**src/rtl/regfile_pkg.sv**
```systemverilog
// Shared types and helpers for the multi-port register file.
// Latency: n/a (definitions only).
// Backpressure: n/a.
package regfile_pkg;

  // Clear engine state: CLEAR zeroes one entry per cycle, READY is normal operation.
  typedef enum logic {
    CLEAR = 1'b0,
    READY = 1'b1
  } state_t;

  localparam int DEF_ADDR_W = 4;
  localparam int DEF_DEPTH  = 1 << DEF_ADDR_W;

  // Number of entries addressed by an addr_w-bit address.
  function automatic int depth_of(input int addr_w);
    return 1 << addr_w;
  endfunction

  // Low bit of port k inside a packed bus of w-bit fields.
  function automatic int slice_lsb(input int k, input int w);
    return k * w;
  endfunction

endpackage

```
**src/rtl/regfile_if.sv**
```systemverilog
// Register file access bundle: one write port, packed read ports, clear control.
// Latency: reads combinational, writes land on the next rising edge.
// Backpressure: busy high means writes are dropped (flagged via wr_err).
interface regfile_if #(
  parameter int DATA_W = 16,
  parameter int ADDR_W = 4,
  parameter int NUM_RD = 2
);
  logic                     we;
  logic [ADDR_W-1:0]        waddr;
  logic [DATA_W-1:0]        wdata;
  logic [NUM_RD*ADDR_W-1:0] raddr;
  logic [NUM_RD*DATA_W-1:0] rdata;
  logic                     clr_req;
  logic                     busy;
  logic                     wr_err;

  modport master (
    output we, waddr, wdata, raddr, clr_req,
    input  rdata, busy, wr_err
  );

  modport slave (
    input  we, waddr, wdata, raddr, clr_req,
    output rdata, busy, wr_err
  );
endinterface

```
**src/rtl/regfile_clear_fsm.sv**
```systemverilog
// Clear engine: walks idx over every entry after reset or clr_req, flags dropped writes.
// Latency: DEPTH cycles busy per clear; wr_err is a registered pulse one cycle after the drop.
// Backpressure: busy blocks user writes; clr_req is ignored while clearing.
module regfile_clear_fsm
  import regfile_pkg::*;
#(
  parameter int ADDR_W = 4
) (
  input  logic              clk,
  input  logic              rst,
  input  logic              clr_req,
  input  logic              we,
  output logic              busy,
  output logic              clr_we,
  output logic [ADDR_W-1:0] clr_addr,
  output logic              wr_err
);

  state_t            state, state_nxt;
  logic [ADDR_W-1:0] idx, idx_nxt;
  logic              wr_err_nxt;

  // State register; reset restarts the clear from entry 0.
  always_ff @(posedge clk) begin
    if (rst) begin
      state  <= CLEAR;
      idx    <= '0;
      wr_err <= 1'b0;
    end else begin
      state  <= state_nxt;
      idx    <= idx_nxt;
      wr_err <= wr_err_nxt;
    end
  end

  // Next-state: step idx while clearing, leave CLEAR on the last entry (idx wraps to 0).
  always_comb begin
    state_nxt = state;
    idx_nxt   = idx;
    case (state)
      CLEAR: begin
        idx_nxt = idx + 1'b1;
        if (idx == {ADDR_W{1'b1}}) state_nxt = READY;
      end
      READY: begin
        if (clr_req) begin
          state_nxt = CLEAR;
          idx_nxt   = '0;
        end
      end
      default: begin
        state_nxt = CLEAR;
        idx_nxt   = '0;
      end
    endcase
  end

  // Outputs: busy and the clear write port follow state; a write seen while busy is an error.
  always_comb begin
    busy       = (state == CLEAR);
    clr_we     = busy & ~rst;
    clr_addr   = idx;
    wr_err_nxt = busy & we;
  end

endmodule

```
**src/rtl/regfile_mp.sv**
```systemverilog
// Parametrised register file: NUM_RD async read ports, one write port, optional r0=0 and bypass.
// Latency: reads zero-cycle (bypass makes same-cycle writes visible), writes on next edge.
// Backpressure: while busy (clearing) reads return 0 and writes are dropped with wr_err.
module regfile_mp
  import regfile_pkg::*;
#(
  parameter int DATA_W   = 16,
  parameter int ADDR_W   = 4,
  parameter int NUM_RD   = 2,
  parameter int ZERO_REG = 0,
  parameter int BYPASS   = 1
) (
  input logic     clk,
  input logic     rst,
  regfile_if.slave bus
);

  localparam int DEPTH = depth_of(ADDR_W);

  logic [DATA_W-1:0] mem [DEPTH];
  logic              busy;
  logic              clr_we;
  logic [ADDR_W-1:0] clr_addr;
  logic              usr_we;

  regfile_clear_fsm #(.ADDR_W(ADDR_W)) u_clear (
    .clk      (clk),
    .rst      (rst),
    .clr_req  (bus.clr_req),
    .we       (bus.we),
    .busy     (busy),
    .clr_we   (clr_we),
    .clr_addr (clr_addr),
    .wr_err   (bus.wr_err)
  );

  assign bus.busy = busy;

  // User write qualifier: only in READY, not under reset, and never into a hardwired r0.
  always_comb begin
    usr_we = bus.we & ~busy & ~rst;
    if ((ZERO_REG != 0) && (bus.waddr == '0)) usr_we = 1'b0;
  end

  // Storage write mux: the clear engine owns the port while it runs.
  always_ff @(posedge clk) begin
    if (clr_we) begin
      mem[clr_addr] <= '0;
    end else if (usr_we) begin
      mem[bus.waddr] <= bus.wdata;
    end
  end

  for (genvar k = 0; k < NUM_RD; k++) begin : g_rd
    logic [ADDR_W-1:0] ra;
    logic [DATA_W-1:0] rd;

    assign ra = bus.raddr[slice_lsb(k, ADDR_W) +: ADDR_W];

    // Per-port read: busy, then hardwired zero, then bypass, then storage.
    always_comb begin
      if (busy) begin
        rd = '0;
      end else if ((ZERO_REG != 0) && (ra == '0)) begin
        rd = '0;
      end else if ((BYPASS != 0) && bus.we && (bus.waddr == ra)) begin
        rd = bus.wdata;
      end else begin
        rd = mem[ra];
      end
    end

    assign bus.rdata[slice_lsb(k, DATA_W) +: DATA_W] = rd;
  end

endmodule

```
**src/flat_wrapper.sv**
```systemverilog
// flat-port wrapper written by rule: the top's interface ports become plain ports
module regfile_mp_flat import regfile_pkg::*;
#(
  parameter int DATA_W   = 16,
  parameter int ADDR_W   = 4,
  parameter int NUM_RD   = 2,
  parameter int ZERO_REG = 0,
  parameter int BYPASS   = 1
)
  (clk, rst, bus_we, bus_waddr, bus_wdata, bus_raddr, bus_clr_req, bus_rdata, bus_busy, bus_wr_err);
  regfile_if #(.DATA_W(DATA_W), .ADDR_W(ADDR_W), .NUM_RD(NUM_RD)) bus_i ();
  input logic clk;
  input logic rst;
  input wire logic [$bits(bus_i.we)-1:0] bus_we;
  input wire logic [$bits(bus_i.waddr)-1:0] bus_waddr;
  input wire logic [$bits(bus_i.wdata)-1:0] bus_wdata;
  input wire logic [$bits(bus_i.raddr)-1:0] bus_raddr;
  input wire logic [$bits(bus_i.clr_req)-1:0] bus_clr_req;
  output wire logic [$bits(bus_i.rdata)-1:0] bus_rdata;
  output wire logic [$bits(bus_i.busy)-1:0] bus_busy;
  output wire logic [$bits(bus_i.wr_err)-1:0] bus_wr_err;
  assign bus_i.we = bus_we;
  assign bus_i.waddr = bus_waddr;
  assign bus_i.wdata = bus_wdata;
  assign bus_i.raddr = bus_raddr;
  assign bus_i.clr_req = bus_clr_req;
  assign bus_rdata = bus_i.rdata;
  assign bus_busy = bus_i.busy;
  assign bus_wr_err = bus_i.wr_err;
  regfile_mp #(.DATA_W(DATA_W), .ADDR_W(ADDR_W), .NUM_RD(NUM_RD), .ZERO_REG(ZERO_REG), .BYPASS(BYPASS)) u_core (.clk(clk), .rst(rst), .bus(bus_i));
endmodule
```
**config.mk**
```make
export PLATFORM = sky130hd
export DESIGN_NAME = regfile_mp_flat
export DESIGN_NICKNAME = d
export VERILOG_FILES = /design/src/rtl/regfile_pkg.sv /design/src/rtl/regfile_if.sv /design/src/rtl/regfile_clear_fsm.sv /design/src/rtl/regfile_mp.sv /design/src/flat_wrapper.sv
export SDC_FILE = /design/constraint.sdc
export NUM_CORES = 1
export LEC_CHECK = 0
export CAP_MARGIN = 10
export CORE_ASPECT_RATIO = 1.4
export CORE_MARGIN = 10
export CORE_UTILIZATION = 50
export DETAILED_ROUTE_END_ITERATION = 16
export HOLD_SLACK_MARGIN = 0.15
export PLACE_DENSITY_LB_ADDON = 0.3
export REMOVE_ABC_BUFFERS = 1
export SYNTH_ARGS = -nofsm -noshare
export SYNTH_HDL_FRONTEND = slang
export SYNTH_HIERARCHICAL = 1
export SYNTH_SLANG_ARGS = --single-unit
```
**constraint.sdc**
```tcl
create_clock -name clk -period 2.9 [get_ports clk]
set_input_delay 0.435 -clock clk [delete_from_list [all_inputs] [get_ports clk]]
set_output_delay 0.435 -clock clk [all_outputs]
set_load 0.02 [all_outputs]
```
==> results.py <==
metrics = {
    "global_routing": {
        "grt_max_degree": 33,
        "gr-usage-met1": 0.268,
        "grt_use_met2": 0.367,
        "grt_pass1_wl_microns": 52900,
        "grt_pass1_vias": 8323,
        "grt_usage": 0.216,
        "gr-usage-met3": 0.0314,
        "top_usage_layer": "met2",
        "antenna_found_initial": 0,
        "grt_overflow": 0,
    },
    "min_path": {
        "hold_path_class": "reg -> reg",
        "hold_depth": 2,
    },
    "layout": {
        "n_antenna_cell": 0,
        "mostFrequentLayoutCell": "edfxtp_1",
        "area_growth_syn_to_layout_pct": 21.0,
        "instances_no_fill": 1138,
        "drive_above_1_share": 0.328,
        "final_cell_mix": "edfxtp_1 (256), mux4_2 (93), a22oi_1 (64)",
        "final_area_sq_mm": 0.0153,
        "final_nets": 837,
    },
    "clock_tree": {
        "cts.sink_count": 262,
        "numCtsBuffers": 25,
        "ctsLongestPathBuffers": 3,
        "root_buffer": "clkbuf_16",
        "clkTransAtPathRegs_ps": 60,
        "clk_latency_ps": 540,
        "htree_levels": 1,
        "ctsHoldBuffers": 0,
        "cts_tree": "yes",
    },
    "pwr": {
        "combPwrFrac": 0.076,
        "power_switching_share": 0.208,
        "p_sw_uw": 1770,
        "pwr-share-seq": 0.488,
        "p_int_uw": 6750,
        "leakage_uw": 0.00580,
        "power_frac_clock": 0.436,
        "power_density_mw_per_mm2": 556,
        "peakVddDrop_mv": 0.404,
    },
    "routing": {
        "wirelength_microns": 35600,
        "vias_per_cell": 6.88,
        "antenna_left": 0,
        "wl_per_cell_microns": 31.3,
        "dr.pass1.iters": 5,
        "drtIter0Drc": 852,
        "remaining_drc_errors": 0,
        "num_vias": 7831,
    },
    "logic_synthesis": {
        "netlist_instances": 672,
        "synth_area_sq_mm": 0.0127,
        "ys_async_sr_fraction": 0,
        "yosys.cell_types.count": 39,
        "synth_edf_count": 256,
        "synthFlopType": "edfxtp_1",
        "synth_top_area_frac": 0.607,
        "yosys_register_bits": 262,
        "netlist.top_cell.by_area": "edfxtp_1",
        "synthTopCellsByArea": "edfxtp_1 (61%), mux4_2 (17%), mux4_1 (7.0%), a22oi_1 (3.8%), a22o_1 (2.2%)",
        "ys_warn_count": 6,
        "avgSynthCellArea_sq_um": 18.9,
        "ys_seq_area_frac": 0.616,
    },
    "run_status": {
        "outcome": "finished, final reports clean",
    },
    "sta": {
        "tightest_slew_ps": 602,
        "hold_viol": 0,
        "fin_crit_ps": 2870,
        "fin_crit_sh": 0.989,
        "rsz0062_at_grt": "no",
        "slew_viol_final": 0,
        "setup_viol": 0,
        "skew_ps": 29.9,
        "max-slew-margin-rel": 0.597,
        "fmax_mhz": 349,
        "fin_ws_ps": 31.3,
    },
    "placement": {
        "dp_hpwl_microns": 22700,
        "placedInstanceArea_sq_mm": 0.0144,
        "dp_cells": 1092,
        "place_ws_ps": -304,
        "gp_congestion": 0.861,
        "io_buffer_count": 65,
    },
    "die": {
        "die_area_sq_mm": 0.0322,
        "start_util": 0.510,
        "core_area_sq_mm": 0.0248,
        "ios": 66,
        "die_h_microns": 208,
        "num_rows": 68,
        "die_w_microns": 155,
    },
    "worst_setup_path": {
        "worst-path-max-fanout": 6,
        "endpoint_kind": "output pin",
        "worstPathArrival_ps": 2430,
        "worstPathRequired_ps": 2470,
        "start_kind": "input pin",
        "rr_worst_depth": 6,
        "worstSetupPathType": "in -> out",
    },
    "run": {
        "max_cap_viol_count": 0,
    },
}
==> power groups by stage <==
stage | Sequential (uW) | Clock [uW] | Combinational [uW]
final | 4160 | 3710 | 650
after global placement | 4240 | 0 | 626
after global routing | 4160 | 3910 | 679
after detailed placement | 4240 | 0 | 640
after CTS | 4160 | 3750 | 647
after floorplan | 4240 | 0 | 270
==> synthesized netlist by cell type (2+ instances only) <==
| cell | count |
|---|---|
| mux4_2 | 93 |
| buf_12 | 6 |
| nand2_1 | 36 |
| buf_1 | 10 |
| and2_1 | 19 |
| nor2b_1 | 6 |
| dfxtp_1 | 6 |
| xor2_1 | 8 |
| buf_2 | 13 |
| inv_1 | 4 |
| nor2_1 | 30 |
| clkbuf_2 | 2 |
| nor3b_1 | 2 |
| buf_4 | 5 |
| a22o_1 | 32 |
| a31oi_1 | 7 |
| a22oi_1 | 64 |
| and3b_1 | 2 |
| clkbuf_1 | 9 |
| a21oi_1 | 6 |
| mux4_1 | 34 |
| buf_6 | 5 |
| nor4_1 | 2 |
| edfxtp_1 | 256 |
==> registers in the layout, summed over array words and instances, names as in the netlist <==
signal,flops
u_core/u_clear/wr_err,1
u_core/u_clear/clr_addr,4
u_core/u_clear/state,1
u_core/mem,256
==> timing repair <==
item / CTS / global route
endpoints found under the hold margin: 0 / 0
buffers inserted: 0 / 0
resized for setup: 37 / 38
setup endpoints to repair: 32 / 25
pin swaps: 0 / 2
==> area by class of cell <==
cell class | instances | area [sq um]
sequential | 262 | 7810
multi-input combinational | 355 | 4560
clock buffer | 27 | 633
inverter | 4 | 15.0
clock inverter | 19 | 303
fill | 1747 | 9520
timing repair buffer | 156 | 1620
tap | 315 | 394
==> final timing paths <==
check	from	to	slack (ps)
min	u_core/u_clear/clr_addr[3]	u_core/u_clear/clr_addr[3]	590
max	bus_waddr[3]	bus_rdata[0]	30
min reg2reg	u_core/u_clear/clr_addr[3]	u_core/u_clear/clr_addr[3]	590
max reg2reg	u_core/u_clear/state	u_core/mem[4][3]	290
==> stage by stage <==
stage	TNS [ps]	hold slack, ps	util	power, uW
after CTS	0	594	0.619	8560
final	0	590	0.617	8530
after global routing	0	625	0.617	8750
after global placement	-6650	537	0.581	4860
after floorplan	0	498	-	4510
after detailed placement	-8200	560	0.581	4880
==> layer usage <==
layer | wire, microns | share of wire
met1 | 12700 | 0.36
met2 | 18300 | 0.51
met3 | 3120 | 0.088
met4 | 1510 | 0.042
met5 | 0 | 0
==> logic make-up after synthesis <==
kind of cell             Yosys count  share of synthesized area
flip-flops                       262                      0.616
multiplexers                     128                      0.238
adder cells (fa/ha/maj)            1                   0.000987
buffers and inverters             55                     0.0302
AO/OA/AOI/OAI                    114                     0.0691
AND/OR/NAND/NOR                  104                     0.0404
XOR/XNOR                           8                    0.00553
==> critical path, cell delays in order <==
cell and delay, ps:
clkdlybuf4s50_1 550, xor2_1 220, nor4_2 80, buf_4 140, a21oi_4 260, buf_4 240
a22o_1 150, dlygate4sd2_1 330
(Power assumes the default switching activity.)
